<file path="src/rtl/video_pattern_gen.sv">
// Raster timing and Y/U/V test-pattern source for the 5x5 filter path.
// Frame-based run control: continuous, stop-after-frame, single frame.
module video_pattern_gen #(
  parameter int DATA_WIDTH = 8,
  parameter int H_ACTIVE   = 16,
  parameter int H_FP       = 2,
  parameter int H_SYNC     = 4,
  parameter int H_BP       = 2,
  parameter int V_ACTIVE   = 8,
  parameter int V_FP       = 1,
  parameter int V_SYNC     = 2,
  parameter int V_BP       = 1
) (
  input  logic                  clk,
  input  logic                  rst,
  input  logic                  i_start,
  input  logic                  i_stop,
  input  logic                  i_single,
  input  logic [1:0]            i_pattern_sel,
  output logic                  o_busy,
  output logic                  o_frame_done,
  output logic                  o_vs,
  output logic                  o_hs,
  output logic                  o_de,
  output logic [DATA_WIDTH-1:0] o_y,
  output logic [DATA_WIDTH-1:0] o_u,
  output logic [DATA_WIDTH-1:0] o_v
);

  localparam int H_TOTAL = H_SYNC + H_BP + H_ACTIVE + H_FP;
  localparam int V_TOTAL = V_SYNC + V_BP + V_ACTIVE + V_FP;
  // At least 4 bits so the 8x8 checker can always look at bit 3.
  localparam int HW = ($clog2(H_TOTAL) < 4) ? 4 : $clog2(H_TOTAL);
  localparam int VW = ($clog2(V_TOTAL) < 4) ? 4 : $clog2(V_TOTAL);

  localparam logic [HW-1:0] H_LAST  = HW'(H_TOTAL - 1);
  localparam logic [VW-1:0] V_LAST  = VW'(V_TOTAL - 1);
  localparam logic [HW-1:0] H_SYN_E = HW'(H_SYNC);
  localparam logic [VW-1:0] V_SYN_E = VW'(V_SYNC);
  localparam logic [HW-1:0] H_ACT_S = HW'(H_SYNC + H_BP);
  localparam logic [HW-1:0] H_ACT_E = HW'(H_SYNC + H_BP + H_ACTIVE);
  localparam logic [VW-1:0] V_ACT_S = VW'(V_SYNC + V_BP);
  localparam logic [VW-1:0] V_ACT_E = VW'(V_SYNC + V_BP + V_ACTIVE);

  localparam logic [DATA_WIDTH-1:0] MID  = DATA_WIDTH'(1) << (DATA_WIDTH - 1);
  localparam logic [DATA_WIDTH-1:0] ONES = '1;

  typedef enum logic [1:0] {
    IDLE,
    RUN,
    ONE,
    STOP_PEND
  } state_t;

  state_t state, state_nxt;

  logic [HW-1:0]         h_cnt;
  logic [VW-1:0]         v_cnt;
  logic [7:0]            frame_cnt;
  logic [1:0]            sel_q;
  logic                  act;
  logic                  h_last;
  logic                  v_last;
  logic                  wrap;
  logic                  hs_d;
  logic                  vs_d;
  logic                  de_d;
  logic [HW-1:0]         px;
  logic [VW-1:0]         ln;
  logic [DATA_WIDTH-1:0] y_d;

  assign act    = (state != IDLE);
  assign h_last = (h_cnt == H_LAST);
  assign v_last = (v_cnt == V_LAST);
  assign wrap   = act & h_last & v_last;

  always_ff @(posedge clk) begin
    if (rst) state <= IDLE;
    else     state <= state_nxt;
  end

  always_comb begin
    state_nxt = state;
    unique case (state)
      IDLE: begin
        if (i_single)                state_nxt = ONE;
        else if (i_start && !i_stop) state_nxt = RUN;
      end
      RUN: begin
        if (i_stop) state_nxt = wrap ? IDLE : STOP_PEND;
      end
      ONE, STOP_PEND: begin
        if (wrap) state_nxt = IDLE;
      end
      default: state_nxt = IDLE;
    endcase
  end

  always_ff @(posedge clk) begin
    if (rst || !act) begin
      h_cnt <= '0;
      v_cnt <= '0;
    end else if (h_last) begin
      h_cnt <= '0;
      v_cnt <= v_last ? '0 : v_cnt + 1'b1;
    end else begin
      h_cnt <= h_cnt + 1'b1;
    end
  end

  always_ff @(posedge clk) begin
    if (rst)       frame_cnt <= '0;
    else if (wrap) frame_cnt <= frame_cnt + 1'b1;
  end

  // Pattern is latched once per frame so a frame never mixes patterns.
  always_ff @(posedge clk) begin
    if (rst)
      sel_q <= '0;
    else if (act && h_cnt == '0 && v_cnt == '0)
      sel_q <= i_pattern_sel;
  end

  assign hs_d = (h_cnt < H_SYN_E);
  assign vs_d = (v_cnt < V_SYN_E);
  assign de_d = (h_cnt >= H_ACT_S) && (h_cnt < H_ACT_E) &&
                (v_cnt >= V_ACT_S) && (v_cnt < V_ACT_E);
  assign px   = h_cnt - H_ACT_S;
  assign ln   = v_cnt - V_ACT_S;

  always_comb begin
    y_d = '0;
    unique case (sel_q)
      2'd0: y_d = DATA_WIDTH'(px);
      2'd1: y_d = DATA_WIDTH'(ln);
      2'd2: y_d = (px[3] ^ ln[3]) ? ONES : '0;
      2'd3: y_d = DATA_WIDTH'(frame_cnt);
      default: y_d = '0;
    endcase
  end

  always_ff @(posedge clk) begin
    if (rst || !act) begin
      o_frame_done <= 1'b0;
      o_vs         <= 1'b0;
      o_hs         <= 1'b0;
      o_de         <= 1'b0;
      o_y          <= '0;
      o_u          <= '0;
      o_v          <= '0;
    end else begin
      o_frame_done <= wrap;
      o_vs         <= vs_d;
      o_hs         <= hs_d;
      o_de         <= de_d;
      o_y          <= de_d ? y_d : '0;
      o_u          <= de_d ? MID : '0;
      o_v          <= de_d ? MID : '0;
    end
  end

  // Busy also covers the registered last pixel of the frame.
  assign o_busy = act | o_frame_done;

endmodule

</file>
<file path="config.mk">
export PLATFORM = sky130hd
export DESIGN_NAME = video_pattern_gen
export DESIGN_NICKNAME = d
export VERILOG_FILES = /design/src/rtl/video_pattern_gen.sv
export SDC_FILE = /design/constraint.sdc
export NUM_CORES = 1
export LEC_CHECK = 0
export BUFFER_PORTS_ARGS = -buffer_cell sky130_fd_sc_hd__buf_2
export CAP_MARGIN = 20
export CORE_UTILIZATION = 54
export CTS_BUF_LIST = sky130_fd_sc_hd__clkbuf_8 sky130_fd_sc_hd__clkbuf_16
export DETAILED_ROUTE_END_ITERATION = 6
export PLACE_DENSITY_LB_ADDON = 0.05
export SYNTH_ARGS = -nofsm -noshare
export SYNTH_HDL_FRONTEND = slang
export SYNTH_SLANG_ARGS = --single-unit
</file>
<file path="constraint.sdc">
create_clock -name clk -period 2.4 [get_ports clk]
set_input_delay 0.12 -clock clk [delete_from_list [all_inputs] [get_ports clk]]
set_output_delay 0.12 -clock clk [all_outputs]
set_load 0.03 [all_outputs]
</file>
# Yosys cells after proc, flatten, opt, wreduce, memory -nomap -nowiden
# Cells that the tools add are included.
# classes
n_mux,10
n_addsub,5
magnitude_cmp,6
bitwise_logic,5
n_reduce_logical,18
eq_ne,11
# op_table
op,n
8-bit one-hot mux with 4 select lines,1
8-bit two-way mux,2
2-bit two-way mux,5
"8-bit by 1-bit adder with 8-bit output, second input constant",1
"2-bit == test, second input constant",4
1-bit logical AND,6
2-bit one-hot mux with 3 select lines,1
2-bit OR reduction,3
"5-bit by 1-bit adder with 5-bit output, second input constant",1
"5-bit == test, second input constant",1
"5-bit by 3-bit >= comparator with 1-bit output, second input constant",1
5-bit zero test,1
"5-bit by 3-bit less-than comparator with 1-bit output, second input constant",1
"5-bit less-than comparator, second input constant",1
"5-bit by 3-bit subtractor with 5-bit output, second input constant",1
"4-bit by 1-bit adder with 4-bit output, second input constant",1
"2-bit by 1-bit == test with 1-bit output, second input constant",2
"4-bit == test, second input constant",1
"4-bit by 2-bit >= comparator with 1-bit output, second input constant",1
2-bit zero test,2
4-bit zero test,1
"4-bit by 2-bit less-than comparator with 1-bit output, second input constant",1
"4-bit less-than comparator, second input constant",1
4-bit two-way mux,1
other kinds (11),14
# word_totals
reg_bits,41

# Logic depth before layout (Yosys ltp)
# depth
word_depth,6
ltp_mapped,6
ltp_nobuf,6

# Least setup slack after synthesis
# OpenSTA, ideal clock, no wires.
# synth_path
path_type,flip-flop to flip-flop
startpoint,register h_cnt[2]
endpoint,register o_y[0]
period_less_slack_ns,1.695
setup_slack_ns,0.705
path_stages_with_launch,6
arrival_ns,1.618
required_ns,2.323
path_cell_list,dfxtp_1 > ha_1 > xnor2_2 > xnor3_1 > or3_1 > o21ai_0
# synth_between
elab_chain_len,6
elab_cells_between_ends,11
cone_classes,add/sub (1); order compare (2); mux (2); bitwise (2); reduce/logical (4)
# synth_rtl
element,line_no,source
start: declaration,57,logic [HW-1:0] h_cnt;
start signal: assignment,107,h_cnt <= h_cnt + 1'b1;
"parallel branches: the longest is 6 deep, another holds 5-bit by 3-bit subtractor with 5-bit output",--,
end signal: assignment,156,o_y <= de_d ? y_d : '0;
end: declaration,25,"output logic [DATA_WIDTH-1:0] o_y,"
# Several ways; the timed one is not identified.
# A chain may end at the register's enable or synchronous reset.

# Worst setup path in the final report
# layout_path
startpoint,register h_cnt[2]
endpoint,register o_y[6]
# The elaborated chain is that of the path after synthesis.

==> results.sh <==
export IMPL_path_buf_inv=0
export IMPL_fp_dieW_um=58.8
export IMPL_synth_warnings=0
export IMPL_io_buffers=21
export IMPL_synthArstFlopShare_pct=0
export IMPL_cp_data_arrival_time_ns=2.18
export IMPL_synth_seq_area_share_pct=37.9
export IMPL_synthXorXnorAreaFrac_pct=7.75
export IMPL_period_needed_ns=1.95
export IMPL_synth_distinct_cells=48
export IMPL_avgSynthCellArea_um2=9.08
export IMPL_cp_cell_sequence="ha_1, or3_2, o2111ai_1, nor3_1, a21o_1"
export IMPL_grt_pass1_wl_mm=5.35
export IMPL_dp_hpwl_mm=2.37
export IMPL_syn_instance_count=192
export IMPL_crit_cells=5
export IMPL_final_cell_mix="dfxtp_1 (33), nor2_1 (24), buf_2 (21)"
export IMPL_synthMuxAreaShare_pct=4.16
export IMPL_cts_setup_buffers=0
export IMPL_start_util_pct=57.1
export IMPL_synth_top_family_by_area="simple AND/OR/NAND/NOR gates"
export IMPL_clock_sinks=33
export IMPL_cts_root_buf="clkbuf_8"
export IMPL_p_switching_uw=279
export IMPL_maxCapViolCount=0
export IMPL_clock_skew_ns=0.00144
export IMPL_gp_congestion=0.829
export IMPL_slew_violations=0
export IMPL_via_count=1313
export IMPL_hold_viol=0
export IMPL_cp_start_kind="flop"
export IMPL_fin_nets=222
export IMPL_antenna_found_initial=0
export IMPL_vias_per_cell=5.19
export IMPL_crit_path_max_incr_delay_ns=0.51
export IMPL_hold_depth=3
export IMPL_p_int_uw=816
export IMPL_cts_buffers=5
export IMPL_synth_seq_cells=33
export IMPL_first_global_vias=1161
export IMPL_ir_drop_uv=401
export IMPL_dieHeight_um=58.8
export IMPL_worst_pin_slew_ns=0.593
export IMPL_synth_top_area_share_pct=37.9
export IMPL_holdWs_ns=0.0705
export IMPL_crit_required_ns=2.63
export IMPL_syn2layout_area_growth_pct=6.89
export IMPL_grt_max_degree=16
export IMPL_crit_slowest_cell="nor3_1"
export IMPL_cts_buffer_depth=2
export IMPL_antennaDiodeCount=0
export IMPL_synth_main_ff_cell="dfxtp_1"
export IMPL_postCtsHoldBufs=0
export IMPL_synth_edf_count=0
export IMPL_status="completed"
export IMPL_rsz0062_at_grt="false"
export IMPL_core_um2=3050
export IMPL_wl_per_cell_um=12.7
export IMPL_post_route_period_util_pct=81.4
export IMPL_overflow=0
export IMPL_combPwrFrac_pct=10.2
export IMPL_critPathCaptureType="flop"
export IMPL_power_frac_seq_pct=52.3
export IMPL_grt_usage_pct=21.2
export IMPL_path_clk_slew_ns=0.06
export IMPL_reg2reg_depth=5
export IMPL_setup_violations_final=0
export IMPL_synth_compound_area_share_pct=12.3
export IMPL_synthTopCellsByArea="dfxtp_1 (38%), buf_4 (7.3%), nor2_1 (5.2%), ha_1 (4.3%), xnor2_1 (4.0%)"
export IMPL_worstPathMaxFanout=9
export IMPL_worstSetupPathType="flop to flop"
export IMPL_p_per_area_nw_per_um2=587
export IMPL_htree_num_levels=2
export IMPL_drt_pass1_iterations=4
export IMPL_synthAdderAreaFrac_pct=4.30
export IMPL_crit_family="simple AND/OR/NAND/NOR gates"
export IMPL_syn_area_um2=1740
export IMPL_totalWireLength_mm=3.20
export IMPL_final_common_cell="dfxtp_1"
export IMPL_pin_count=36
export IMPL_fmax_mhz=512
export IMPL_relSlewSlack_pct=60.5
export IMPL_clkPwrFrac_pct=37.5
export IMPL_cts_tree="done"
export IMPL_swShare_pct=25.5
export IMPL_hold_path_class="primary input to flop"
export IMPL_drc=0
export IMPL_fp_row_count=20
export IMPL_drive_above_1_share_pct=19.1
export IMPL_p_leak_nw=0.849
export IMPL_netlist_top_cell_by_area="dfxtp_1"
export IMPL_antenna_left=0
export IMPL_insertion_delay_ns=0.28
export IMPL_synthSimpleGateAreaFrac_pct=21.9
export IMPL_ctsResizeCount=0
export IMPL_drt_iter0_drc=56
export IMPL_fillCellCount=308
export IMPL_tns_ns=0
export IMPL_die_area_um2=3460
==> stage by stage <==
stage	utilization [%]	area (µm²)	worst slack, ns	power, mW	instances
2_1_floorplan	-	1790	0.705	0.690	205
3_3_place_gp	58.2	1780	0.532	0.695	246
3_5_place_dp	58.2	1780	0.462	0.695	246
4_1_cts	61.1	1860	0.443	1.11	253
5_1_grt	61.1	1860	0.231	1.14	253
6_report	61.1	1860	0.446	1.09	253
==> state kept, by name, summed over array words and instances (netlist names) <==
register,cells
h_cnt,5
o_vs,1
frame_cnt,8
o_v,1
sel_q,2
o_frame_done,1
v_cnt,4
o_y,8
state,2
o_hs,1
==> power groups by stage <==
stage | clock network, mW | logic [mW] | registers (mW)
after floorplan | 0 | 0.109 | 0.582
after global placement | 0 | 0.111 | 0.583
after detailed placement | 0 | 0.111 | 0.584
after CTS | 0.427 | 0.111 | 0.572
after global routing | 0.448 | 0.122 | 0.574
final | 0.410 | 0.112 | 0.572
==> worst register-to-register path, cell delays in order, from the launching register on <==
cell,delay (ns)
dfxtp_1,0.50
ha_1,0.31
or3_2,0.14
o2111ai_1,0.30
nor3_1,0.51
a21o_1,0.13
==> final timing paths <==
| check | from | endpoint | slack, ns |
|---|---|---|---|
| max | h_cnt[2]$_SDFF_PP0_ | o_y[6]$_SDFF_PP0_ | 0.45 |
| min | i_pattern_sel[0] | sel_q[0]$_SDFFE_PP0P_ | 0.07 |
| max reg2reg | h_cnt[2]$_SDFF_PP0_ | o_y[6]$_SDFF_PP0_ | 0.45 |
| min reg2reg | frame_cnt[7]$_SDFFE_PP0P_ | o_y[7]$_SDFF_PP0_ | 0.47 |
==> cells in the mapped netlist, drive strengths merged (5+ instances only) <==
| cell type | count |
|---|---|
| nor3 | 5 |
| nand2 | 8 |
| buf | 20 |
| a21oi | 8 |
| xnor2 | 9 |
| ha | 6 |
| inv | 7 |
| dfxtp | 33 |
| o21ai | 10 |
| mux2i | 5 |
| nor2 | 24 |
==> kinds of logic after synthesis <==
group | after synthesis
multiplexers | 7
AND/OR/NAND/NOR | 68
other | 1
AO/OA/AOI/OAI | 33
adder cells (fa/ha/maj) | 6
XOR/XNOR | 13
flip-flops | 33
buffers and inverters | 31
==> routing by layer <==
metal | global-route usage (%) | share of wire, % | routed length (µm)
met1 | 24.7 | 46 | 1470
met2 | 34.7 | 47 | 1510
met3 | 6.59 | 4.7 | 150
met4 | 11.2 | 2.3 | 74
met5 | 0 | 0 | 0
==> final cells by class <==
class                   instances  area [µm²]  share of cell area (%)
clock inverters                 1        3.75                   0.201
flip-flops and latches         33         661                    35.4
clock buffers                   6        82.6                    4.43
multi-input cells             141         931                    49.9
repair buffers                 21         105                    5.64
inverters                       7        26.3                    1.41
well taps                      44        55.1                    2.95
No activity file was read; power rests on OpenSTA's default activity.
